File: config.mk
export PLATFORM = sky130hd
export DESIGN_NAME = mux_6
export DESIGN_NICKNAME = d
export VERILOG_FILES = /design/src/rtl/mux_6.sv
export SDC_FILE = /design/constraint.sdc
export NUM_CORES = 1
export LEC_CHECK = 0
export CAP_MARGIN = 20
export CORE_AREA = 2 2 39 41
export CTS_BUF_LIST = sky130_fd_sc_hd__clkbuf_2 sky130_fd_sc_hd__clkbuf_4 sky130_fd_sc_hd__clkbuf_8
export DETAILED_ROUTE_END_ITERATION = 7
export DIE_AREA = 0 0 41 43
export DONT_BUFFER_PORTS = 1
export PLACE_DENSITY_LB_ADDON = 0.08
export SLEW_MARGIN = 5
export SYNTH_ARGS = -nofsm -noshare
export SYNTH_HDL_FRONTEND = slang
export SYNTH_SLANG_ARGS = --single-unit
File: constraint.sdc
create_clock -name clk -period 1.5 [get_ports clk]
set_input_delay 0.3 -clock clk [delete_from_list [all_inputs] [get_ports clk]]
set_output_delay 0.3 -clock clk [all_outputs]
set_load 0.005 [all_outputs]
File: src/rtl/mux_6.sv
// rtl/mux_6.sv - 2:1 datapath selector with combinational and registered outputs
//
// Purpose : x = s ? b : a, combinationally. A registered copy x_q is also kept.
//           It is loaded on enabled edges and has a sticky valid flag and the
//           captured select value.
// Ports   : clk      - single clock, rising edge
//           rst      - synchronous, active-high reset (has priority over en)
//           en       - capture enable for the output register
//           a, b     - WIDTH-bit data inputs (a when s=0, b when s=1)
//           s        - select
//           x        - combinational result
//           x_q      - registered result, RST_VAL after reset
//           x_valid  - set by the first capture, cleared only by reset
//           sel_q    - s at the last capture
//           x_par    - even parity of x_q (only when MUX6_PARITY_EN is defined)
// Config  : MUX6_PARITY_EN adds the registered parity output x_par.
module mux_6 #(
    parameter int               WIDTH   = 1,
    parameter logic [WIDTH-1:0] RST_VAL = '0
) (
    input  logic             clk,
    input  logic             rst,
    input  logic             en,
    input  logic [WIDTH-1:0] a,
    input  logic [WIDTH-1:0] b,
    input  logic             s,
    output logic [WIDTH-1:0] x,
    output logic [WIDTH-1:0] x_q,
    output logic             x_valid,
    output logic             sel_q
`ifdef MUX6_PARITY_EN
    ,
    output logic             x_par
`endif
);

    logic [WIDTH-1:0] x_d;
    logic             sel_d;
    logic             valid_d;
    logic             valid_q;

    // A plain ?: is used so that an unknown select propagates X in simulation
    // rather than silently picking one input.
    always_comb begin
        x = s ? b : a;
    end

    always_comb begin
        x_d     = x_q;
        sel_d   = sel_q;
        valid_d = valid_q;
        if (en) begin
            x_d     = x;
            sel_d   = s;
            valid_d = 1'b1;
        end
    end

    always_ff @(posedge clk) begin
        if (rst) begin
            x_q     <= RST_VAL;
            sel_q   <= 1'b0;
            valid_q <= 1'b0;
        end else begin
            x_q     <= x_d;
            sel_q   <= sel_d;
            valid_q <= valid_d;
        end
    end

    assign x_valid = valid_q;

`ifdef MUX6_PARITY_EN
    logic par_d;
    logic par_q;

    // The parity is computed from the selected data, not from x_q. This keeps
    // it in step with the register on the same edge.
    always_comb begin
        par_d = par_q;
        if (en) begin
            par_d = ^x;
        end
    end

    always_ff @(posedge clk) begin
        if (rst) begin
            par_q <= ^RST_VAL;
        end else begin
            par_q <= par_d;
        end
    end

    assign x_par = par_q;
`endif

endmodule

-- Word level (Yosys, flattened, before mapping)
Cells that the tools add are included.
- register bits after elaboration: 3
- input port bits: 6
- logic and storage cells: 4
- multiplexer cells: 1
- operator list (operator ; count):
    two-way mux 1 bit ; 1

-- Depth between registers and ports, before layout
- depth after elaboration: 1
- mapped depth: 2

-- Worst setup path after synthesis
No wires, ideal clock.
- kind: input-to-output
- start: in s
- end: out x
- arrival time: 0.586 ns
- setup slack: 0.614 ns
- stages on the path: 1
- buffers on the path: 0
- cells stage by stage: mux2_4
- longest elaborated chain between the ends: 1
- ends and longest elaborated chain (what ; line ; text):
    start: declaration ; 26 ; input logic s,
    two-way mux 1 bit ; 45 ; x = s ? b : a;
    end: declaration ; 27 ; output logic [WIDTH-1:0] x,
No other way between the ends.

-- Final worst setup path
Ends and elaborated chain as after synthesis.

==> impl_metrics.yaml <==
run_status:
  outcome: "finished clean"
place:
  buffer_ports.inserted: 0
  gp_congestion: 0.5293
  placedInstanceArea_um2: 137.6
clock_network:
  clock_path_buffers: 2
  postCtsResizedCells: 0
  cts_root_buffer: "clkbuf_4"
  clkTransAtPathRegs_ns: 0.03
  cts_buffers: 3
  post-cts-setup-buffers: 0
  ctsHoldBuffers: 0
  numClockSinks: 3
  cts_tree: "yes"
  htreeDepth: 1
  clk-insertion-delay-late_ns: 0.23
logic_synthesis:
  syn_avg_cell_area_um2: 10.69
  number_of_nets_in_the_synthesized_netlist: 17
  synthCells: 11
  yosys-top-cells-area: "dfxtp_1 51%, mux2_4 13%, nor2_1 9.6%"
  ys_seq_elements: 3
  post_synth_num_cell_types: 7
  synth_top_cell_area_share_pct: 51.06
  synth_largest_area_cell: "dfxtp_1"
  yosysSeqAreaShare_pct: 51.06
  synth_warnings: 0
  post_synth_instance_area_um2: 117.6
setup_path:
  crit_path_start: "s"
  worst_r2r_startpoint: "x_q"
  worst_ep_required_time_ns: 1.20
  regToRegEndpoint: "x_q"
  cpLargestDelayFamily: "multiplexers"
  setup.worst_path.end_class: "output port"
  crit_path_max_incr_delay_ns: 0.29
  worstPathCellList: "mux2_4"
  timing.critical_path.arrival_ns: 0.59
  cp.buffers_inverters: 0
  critPathKind: "primary input to output port"
  critPathSlowestCell: "mux2_4"
  setup.reg_to_reg.worst_slack_ns: 0.78
  cp-start-kind: "primary input"
  reg2regPathDepth: 2
  critPathMaxFanout: 2
layout:
  final_design_area_no_fill_um2: 167.7
  antenna_fix_cells: 0
  flow.area_growth_from_synthesis_pct: 42.55
  layout-drive-gt1-share_pct: 40.00
  fin_nets: 22
grt:
  initial_antenna_violation_count: 0
  number_of_global_route_vias_before_repair: 93
  global_route_wire_length_before_repair_um: 400
  grt-ovfl-total: 0
  grt_usage_pct: 4.614
  grt_start_max_net_pins: 5
worst_hold_path:
  hold_class: "primary input to flop"
  timing.hold.worst.start: "rst"
  hold_path_depth: 1
  hold-path-endpoint: "x_valid"
power:
  leakage_nw: 0.07356
  vdd_drop_max_mv: 0.3672
  power_density_mw_per_mm2: 1556
sta:
  final.setup_skew_ns: 0
  hold_viol: 0
  setup-violations-final: 0
  tightest_slew_ns: 0.1206
  setup-tns-final_ns: 0
  finalCritPeriodShare_pct: 59.37
  grt_setup_unrepaired: "false"
  slew_headroom_pct: 91.73
  finalMaxSlewViolations: 0
  layout_min_cycle_time_ns: 0.8905
  maxClockFrequency_mhz: 1123
detailed_routing:
  routed_length_per_placed_instance_um: 9.065
  routed_wl_um: 281
  post-route-drc-count: 0
  iteration_0_drc_markers: 0
  ant_nets: 0
  post_drt_via_cell_ratio: 2.903
  firstDrtPassIters: 1
  vias: 90
flow_run:
  max_cap_violations: 0
floorplan:
  die_area_mm2: 0.001763
  initial_utilization_pct: 8.499
  ioPinCount: 10
  placementRows: 14
  chipWidth_um: 41
  floorplan.core_area_mm2: 0.001384
  chipHeight_um: 43
placed cells by master (no fill, tap or decap), drive strengths merged:
cell type	count
dfxtp	3
inv	1
o21ba	1
mux2i	1
o21a	1
mux2	1
clkbuf	4
nor2	3
registers in the layout, indices dropped and copies added (netlist names):
name and cells:
x_valid 1, x_q 1, sel_q 1
cell usage after synthesis:
library cell and count:
o21ba_2 1, dfxtp_1 3, inv_1 1, mux2_4 1, o21a_1 1, nor2_1 3
mux2i_1 1
final cells by class:
cell class,instances,area [um2]
clock buffers,4,30.03
fillers,164,1216
inverters,1,3.754
multi-input cells,7,53.80
flip-flops and latches,3,60.06
well taps,16,20.02
metal layers:
| layer | track usage [%] | vias to the layer above | wire length (um) |
|---|---|---|---|
| met4 | 2.000 | 0 | 0 |
| li1 | - | 43 | - |
| met2 | 3.750 | 8 | 111 |
| met5 | 0 | - | 0 |
| met3 | 10.99 | 0 | 80 |
| met1 | 3.205 | 39 | 89 |
through the flow:
step / hold WS (ns) / worst slack [ns] / std cells / power (mW) / util (%)
final: 0.1382 / 0.6095 / 31 / 0.2609 / 12.12
after global routing: 0.1233 / 0.5750 / 31 / 0.2869 / 12.12
after CTS: 0.1298 / 0.6060 / 31 / 0.2712 / 12.12
after detailed placement: 0.3746 / 0.6060 / 27 / 0.1051 / 9.946
after global placement: 0.3764 / 0.6040 / 27 / 0.1053 / 9.946
after floorplan: 0.3724 / 0.6144 / 11 / 0.1024 / -
worst max-delay path by stage:
stage          cells past startpoint  slack [ns]  endpoint
2_1_floorplan                      1        0.61         x
3_3_place_gp                       1        0.60         x
3_5_place_dp                       1        0.61         x
4_1_cts                            1        0.61         x
5_1_grt                            0        0.57   x_valid
6_report                           1        0.61         x
power by group:
part | leakage [nW] | switching [mW] | internal [mW]
clock | 0.0184 | 0.0401 | 0.118
sequential | 0.0250 | 0.00414 | 0.0859
combinational | 0.0302 | 0.00420 | 0.00905
total | 0.0736 | 0.0484 | 0.213
cells by family (layout without fill, tap and decap cells):
group	after synthesis	after routing	synth area share, %
flops	3	3	51.07
mux	2	2	21.27
simple gates	3	3	9.574
compound gates	2	2	14.90
buf+inv	1	5	3.188
Power figures use the tool's default switching activity.
